`src/rtl/vga_pkg.sv`:
```
// Shared timing defaults, colour types and the 16-entry palette for the VGA scanout block.
package vga_pkg;

    localparam int H_ACTIVE = 800;
    localparam int H_FP     = 40;
    localparam int H_SYNC   = 128;
    localparam int H_BP     = 88;
    localparam int V_ACTIVE = 480;
    localparam int V_FP     = 1;
    localparam int V_SYNC   = 4;
    localparam int V_BP     = 23;
    localparam int H_TOTAL  = H_ACTIVE + H_FP + H_SYNC + H_BP;
    localparam int V_TOTAL  = V_ACTIVE + V_FP + V_SYNC + V_BP;

    localparam int READ_LATENCY = 3;
    localparam int ADDR_W       = 19;
    localparam int H_CNT_W      = 11;
    localparam int V_CNT_W      = 10;

    typedef struct packed {
        logic [3:0] r;
        logic [3:0] g;
        logic [3:0] b;
    } rgb444_t;

    // Timing flags carried down the alignment pipe alongside the pixel data.
    typedef struct packed {
        logic hs;
        logic vs;
        logic de;
        logic fs;
    } vga_flags_t;

    localparam rgb444_t PALETTE [16] = '{
        12'h000, 12'h00A, 12'h0A0, 12'h0AA,
        12'hA00, 12'hA0A, 12'hA50, 12'hAAA,
        12'h555, 12'h55F, 12'h5F5, 12'h5FF,
        12'hF55, 12'hF5F, 12'hFF5, 12'hFFF
    };

endpackage

```
`src/rtl/vga_timing.sv`:
```
// Raster counters and the combinational active/sync/frame flags for the current (h_cnt, v_cnt).
// With VGA_TEST_PATTERN_EN defined it also exports the colour-bar index h_cnt[9:6].
module vga_timing #(
    parameter int H_ACTIVE = vga_pkg::H_ACTIVE,
    parameter int H_FP     = vga_pkg::H_FP,
    parameter int H_SYNC   = vga_pkg::H_SYNC,
    parameter int H_BP     = vga_pkg::H_BP,
    parameter int V_ACTIVE = vga_pkg::V_ACTIVE,
    parameter int V_FP     = vga_pkg::V_FP,
    parameter int V_SYNC   = vga_pkg::V_SYNC,
    parameter int V_BP     = vga_pkg::V_BP
) (
    input  logic       i_clk,
    input  logic       i_rst,
`ifdef VGA_TEST_PATTERN_EN
    output logic [3:0] o_bar_idx,
`endif
    output logic       o_active,
    output logic       o_hsync,
    output logic       o_vsync,
    output logic       o_frame_start,
    output logic       o_frame_end
);
    import vga_pkg::*;

    localparam int H_TOT = H_ACTIVE + H_FP + H_SYNC + H_BP;
    localparam int V_TOT = V_ACTIVE + V_FP + V_SYNC + V_BP;

    localparam logic [H_CNT_W-1:0] H_LAST  = H_CNT_W'(H_TOT - 1);
    localparam logic [H_CNT_W-1:0] H_AEND  = H_CNT_W'(H_ACTIVE);
    localparam logic [H_CNT_W-1:0] HS_BEG  = H_CNT_W'(H_ACTIVE + H_FP);
    localparam logic [H_CNT_W-1:0] HS_END  = H_CNT_W'(H_ACTIVE + H_FP + H_SYNC);
    localparam logic [V_CNT_W-1:0] V_LAST  = V_CNT_W'(V_TOT - 1);
    localparam logic [V_CNT_W-1:0] V_AEND  = V_CNT_W'(V_ACTIVE);
    localparam logic [V_CNT_W-1:0] VS_BEG  = V_CNT_W'(V_ACTIVE + V_FP);
    localparam logic [V_CNT_W-1:0] VS_END  = V_CNT_W'(V_ACTIVE + V_FP + V_SYNC);

    logic [H_CNT_W-1:0] r_h_cnt;
    logic [V_CNT_W-1:0] r_v_cnt;

    always_ff @(posedge i_clk or posedge i_rst) begin
        if (i_rst) begin
            r_h_cnt <= '0;
            r_v_cnt <= '0;
        end else if (r_h_cnt == H_LAST) begin
            r_h_cnt <= '0;
            r_v_cnt <= (r_v_cnt == V_LAST) ? '0 : r_v_cnt + 1'b1;
        end else begin
            r_h_cnt <= r_h_cnt + 1'b1;
        end
    end

    always_comb begin
        o_active      = (r_h_cnt < H_AEND) && (r_v_cnt < V_AEND);
        o_hsync       = (r_h_cnt >= HS_BEG) && (r_h_cnt < HS_END);
        o_vsync       = (r_v_cnt >= VS_BEG) && (r_v_cnt < VS_END);
        o_frame_start = (r_h_cnt == '0) && (r_v_cnt == '0);
        o_frame_end   = (r_h_cnt == H_LAST) && (r_v_cnt == V_LAST);
    end

`ifdef VGA_TEST_PATTERN_EN
    assign o_bar_idx = r_h_cnt[9:6];
`endif

endmodule

```
`src/rtl/vga_scanout.sv`:
```
// VGA scanout: raster timing, framebuffer address walk, palette lookup and output alignment.
// Optional feature macro VGA_TEST_PATTERN_EN adds the test_pattern input (colour bars from h_cnt).
module vga_scanout #(
    parameter int   H_ACTIVE     = vga_pkg::H_ACTIVE,
    parameter int   H_FP         = vga_pkg::H_FP,
    parameter int   H_SYNC       = vga_pkg::H_SYNC,
    parameter int   H_BP         = vga_pkg::H_BP,
    parameter int   V_ACTIVE     = vga_pkg::V_ACTIVE,
    parameter int   V_FP         = vga_pkg::V_FP,
    parameter int   V_SYNC       = vga_pkg::V_SYNC,
    parameter int   V_BP         = vga_pkg::V_BP,
    parameter logic SYNC_POL     = 1'b0,
    parameter int   READ_LATENCY = vga_pkg::READ_LATENCY
) (
    input  logic        clock,
    input  logic        reset,
`ifdef VGA_TEST_PATTERN_EN
    input  logic        test_pattern,
`endif
    output logic [18:0] addr_vga,
    input  logic [3:0]  data_vga,
    output logic        vga_hsync,
    output logic        vga_vsync,
    output logic        vga_de,
    output logic [3:0]  vga_r,
    output logic [3:0]  vga_g,
    output logic [3:0]  vga_b,
    output logic        frame_start
);
    import vga_pkg::*;

    localparam int PIPE = READ_LATENCY + 1;

    logic       w_active;
    logic       w_hsync;
    logic       w_vsync;
    logic       w_frame_start;
    logic       w_frame_end;
    logic [3:0] w_idx;

    logic [ADDR_W-1:0] r_addr;
    vga_flags_t        r_flag_a;
    vga_flags_t        r_pipe [PIPE];
    rgb444_t           r_rgb;

`ifdef VGA_TEST_PATTERN_EN
    logic [3:0] w_bar_idx;
    logic [3:0] r_tp_idx [PIPE];
    logic       r_tp_sel [PIPE];
`endif

    vga_timing #(
        .H_ACTIVE (H_ACTIVE), .H_FP (H_FP), .H_SYNC (H_SYNC), .H_BP (H_BP),
        .V_ACTIVE (V_ACTIVE), .V_FP (V_FP), .V_SYNC (V_SYNC), .V_BP (V_BP)
    ) u_timing (
        .i_clk         (clock),
        .i_rst         (reset),
`ifdef VGA_TEST_PATTERN_EN
        .o_bar_idx     (w_bar_idx),
`endif
        .o_active      (w_active),
        .o_hsync       (w_hsync),
        .o_vsync       (w_vsync),
        .o_frame_start (w_frame_start),
        .o_frame_end   (w_frame_end)
    );

`ifdef VGA_TEST_PATTERN_EN
    assign w_idx = r_tp_sel[PIPE-1] ? r_tp_idx[PIPE-1] : data_vga;

    // Bar index is captured at the address stage and travels with the read latency.
    always_ff @(posedge clock or posedge reset) begin
        if (reset) begin
            for (int i = 0; i < PIPE; i++) begin
                r_tp_idx[i] <= '0;
                r_tp_sel[i] <= 1'b0;
            end
        end else begin
            r_tp_idx[0] <= w_bar_idx;
            r_tp_sel[0] <= test_pattern;
            for (int i = 1; i < PIPE; i++) begin
                r_tp_idx[i] <= r_tp_idx[i-1];
                r_tp_sel[i] <= r_tp_sel[i-1];
            end
        end
    end
`else
    assign w_idx = data_vga;
`endif

    // Address stage runs one clock behind the counters; flags are registered with it so that
    // the PIPE-deep shift lines them up with the palette register output.
    always_ff @(posedge clock or posedge reset) begin
        if (reset) begin
            r_addr   <= '0;
            r_flag_a <= '0;
            for (int i = 0; i < PIPE; i++) begin
                r_pipe[i] <= '0;
            end
            r_rgb    <= '0;
        end else begin
            if (w_frame_end) begin
                r_addr <= '0;
            end else if (w_active && !w_frame_start) begin
                r_addr <= r_addr + 1'b1;
            end
            r_flag_a <= '{hs: w_hsync, vs: w_vsync, de: w_active, fs: w_frame_start};
            r_pipe[0] <= r_flag_a;
            for (int i = 1; i < PIPE; i++) begin
                r_pipe[i] <= r_pipe[i-1];
            end
            r_rgb <= r_pipe[PIPE-2].de ? PALETTE[w_idx] : rgb444_t'('0);
        end
    end

    assign addr_vga    = r_addr;
    assign vga_hsync   = r_pipe[PIPE-1].hs ? SYNC_POL : ~SYNC_POL;
    assign vga_vsync   = r_pipe[PIPE-1].vs ? SYNC_POL : ~SYNC_POL;
    assign vga_de      = r_pipe[PIPE-1].de;
    assign frame_start = r_pipe[PIPE-1].fs;
    assign vga_r       = r_rgb.r;
    assign vga_g       = r_rgb.g;
    assign vga_b       = r_rgb.b;

endmodule
```
`config.mk`:
```
export PLATFORM = sky130hd
export DESIGN_NAME = vga_scanout
export DESIGN_NICKNAME = d
export VERILOG_FILES = /design/src/rtl/vga_pkg.sv /design/src/rtl/vga_timing.sv /design/src/rtl/vga_scanout.sv
export SDC_FILE = /design/constraint.sdc
export NUM_CORES = 1
export LEC_CHECK = 0
export CAP_MARGIN = 40
export CORE_ASPECT_RATIO = 0.6
export CORE_MARGIN = 4
export CORE_UTILIZATION = 49
export DETAILED_ROUTE_END_ITERATION = 10
export HOLD_SLACK_MARGIN = 0.15
export PLACE_DENSITY = 0.82
export SYNTH_ARGS = -nofsm -noshare
export SYNTH_HDL_FRONTEND = slang
export SYNTH_SLANG_ARGS = --single-unit
```
`constraint.sdc`:
```
create_clock -name clock -period 2.1 [get_ports clock]
set_clock_uncertainty 0.1 [all_clocks]
set_input_delay 0.42 -clock clock [delete_from_list [all_inputs] [get_ports clock]]
set_output_delay 0.42 -clock clock [all_outputs]
set_load 0.01 [all_outputs]
```
==> results.json <==
{
  "start_kind": "flip-flop",
  "root_buffer": "clkbuf_8",
  "numPortBuffers": 40,
  "cts_buffer_depth": 2,
  "min_to": "r_pipe[5]",
  "core.rowCount": 21,
  "grt_max_degree": 22,
  "worst_slack_ps": 48.6,
  "place_ws_ps": -18.9,
  "max_freq_mhz": 487,
  "power_density_nw_per_um2": 680,
  "cts_tree": "yes",
  "relSlewSlack": 0.642,
  "ys.flop_type": "dfrtp_1",
  "overflow": 0,
  "netlist_area_um2": 2940,
  "antenna_found_initial": 0,
  "cts.sinks": 65,
  "leakage_nw": 1.65,
  "path_class": "flip-flop to flip-flop",
  "wl_met3_um": 387,
  "worst_slew_pin_slew_ps": 533,
  "final-max-slew-violation-count": 0,
  "grt_pass1_vias": 2112,
  "path_max_fanout": 8,
  "ys_top_cells_by_count": "dfrtp_1, nand2_1, o21ai_0",
  "status": "finished, final reports clean",
  "synth_edf_count": 0,
  "cts_max_level": 3,
  "die_area_um2": 7330,
  "ys_types": 49,
  "ys_async_sr_fraction": 1.00,
  "top_layer_used": "met4",
  "dp.final_hpwl_um": 4450,
  "yosysSeqAreaShare": 0.554,
  "rr_worst_depth": 6,
  "grt_first_pass_wirelength_um": 10400,
  "yosysMostFrequentCell": "dfrtp_1",
  "max-vdd-ir-drop_uv": 306,
  "nets": 336,
  "avgSynthCellArea_um2": 11.3,
  "r2r_start": "u_timing.r_v_cnt[5]",
  "dr.pass1.iters": 4,
  "cp.required_ps": 2280,
  "synth_nets": 272,
  "hold_slack_ps": 248,
  "wl_met2_um": 3000,
  "clk_latency_ps": 350,
  "wl_met1_um": 3160,
  "grt_usage": 0.189,
  "r2r-end": "addr_vga[13]",
  "place_congestion": 0.805,
  "diodes": 0,
  "period_needed_ps": 2050,
  "cts_buffers": 9,
  "ys_warn_count": 0,
  "drv_cap": 0,
  "synthCells": 260,
  "core_um2": 5680,
  "arrival_ps": 2230,
  "synthToLayoutAreaGrowth_pct": 32.1,
  "hp-class": "flip-flop to flip-flop",
  "die_w_um": 108,
  "worst_setup_path_end_kind": "flip-flop",
  "synth_top_area_share": 0.554,
  "ys_ff_latch": 65,
  "start_util": 0.517,
  "wl_per_cell_um": 16.3,
  "clkTransAtPathRegs_ps": 70,
  "synth_top_area_cell": "dfrtp_1",
  "setup_viol": 0,
  "hold_violations": 0,
  "drcViolationCount": 0,
  "holdPathStages": 0,
  "drtAntennaViolNets": 0,
  "fp.dieH_um": 68.0,
  "fin_area_um2": 3880,
  "hp-start": "r_pipe[9]",
  "synth_area_leaders": "dfrtp_1, nand2_1, o21ai_0",
  "drive_gt1_frac": 0.195,
  "cts_hold_buffers": 0,
  "finish.utilization": 0.683,
  "placed_cell_area_um2": 3500,
  "drt_iter0_markers": 152,
  "rrSetupSlack_ps": 50,
  "finalCritPeriodShare": 0.977,
  "vias": 2236,
  "finalWirelength_um": 6680,
  "avgViaCountPerCell": 5.47,
  "ios": 41
}
cell type report:
cell class | instances | area [um^2]
clock buffers | 11 | 141
clock inverters | 5 | 103
fillers | 429 | 1800
inverters | 11 | 45.0
multi-input cells | 173 | 1240
flip-flops and latches | 65 | 1630
well taps | 80 | 100
repair buffers | 64 | 616
critical path, stage by stage, from the launching register on:
cell,delay [ps]
dfrtp_1,490
nand4_1,260
o211a_4,280
o2111ai_4,170
buf_4,180
or3_1,370
a21oi_2,140
per-stage QoR:
| step | TNS (ps) | total power [W] | instances |
|---|---|---|---|
| after floorplan | 0 | 0.00132 | 260 |
| after global placement | 0 | 0.00137 | 384 |
| after detailed placement | -18.9 | 0.00137 | 384 |
| after CTS | 0 | 0.00266 | 400 |
| after global routing | -365 | 0.00273 | 409 |
| final | 0 | 0.00264 | 409 |
where the power goes:
part	switching, W	internal (W)
clock	0.000475	0.000819
sequential	0.00000287	0.00126
combinational	0.0000419	0.0000418
total	0.000519	0.00212
how the worst max path moves through the flow:
stage | from | to | slack [ps] | cells after the start
after floorplan | u_timing.r_v_cnt[0] | addr_vga[1] | 160 | 8
after global routing | u_timing.r_h_cnt[4] | addr_vga[15] | -90 | 5
after global placement | u_timing.r_v_cnt[1] | addr_vga[15] | 120 | 7
after CTS | u_timing.r_v_cnt[1] | addr_vga[15] | 6 | 7
final | u_timing.r_v_cnt[5] | addr_vga[13] | 50 | 6
after detailed placement | u_timing.r_v_cnt[1] | addr_vga[15] | -20 | 7
cells by family (layout without fill, tap and decap cells):
kind of cell             after synthesis  after routing  share of synthesized area
buffers and inverters                 22             91                     0.0439
AND/OR/NAND/NOR                       98             98                      0.201
adder cells (fa/ha/maj)                6              6                     0.0256
multiplexers                           3              3                     0.0102
XOR/XNOR                              14             14                     0.0418
AO/OA/AOI/OAI                         52             52                      0.123
flip-flops                            65             65                      0.554
sequential cells by signal, summed over array words and instances, names as in the netlist:
signal and cells:
addr_vga 19, frame_start 1, r_flag_a 4, r_pipe 14
u_timing.r_h_cnt 11, u_timing.r_v_cnt 10, vga_b 2, vga_de 1
vga_g 2, vga_r 1
placed cells by master, fill, tap and decap left out, types with 2 or more instances in the layout:
master and n:
inv_1 6, clkinvlp_4 2, o21ai_1 3, nor3_1 3, and4_4 2, nor4b_4 2, and2_1 6, o31ai_1 7
inv_2 4, o21a_1 2, buf_4 20, nand2_1 22, and3_1 7, xor2_1 5, nand4_1 5, nand4b_1 2
clkdlybuf4s50_1 40, mux2i_1 3, ha_1 4, and4_1 3, o2111ai_4 2, a21oi_1 9, clkbuf_8 10, nor2_1 14
a31oi_1 2, bufinv_16 3, dfrtp_1 64, xnor2_1 9, ha_4 2, or3_1 7, buf_12 3, nand3_1 11
o21ai_0 16, o211ai_1 5
timing repair:
| action | in CTS | in global routing |
|---|---|---|
| setup endpoints to repair | 5 | 16 |
| setup buffers | 0 | 9 |
| gates resized for setup | 2 | 12 |
| hold endpoints to repair | 0 | 0 |
| pin swaps | 0 | 4 |
layer usage:
layer	vias up	global-route usage
met4	0	0.0787
met1	1110	0.257
met3	14	0.0679
li1	1050	-
met5	-	0
met2	62	0.278
(Power assumes the default switching activity.)
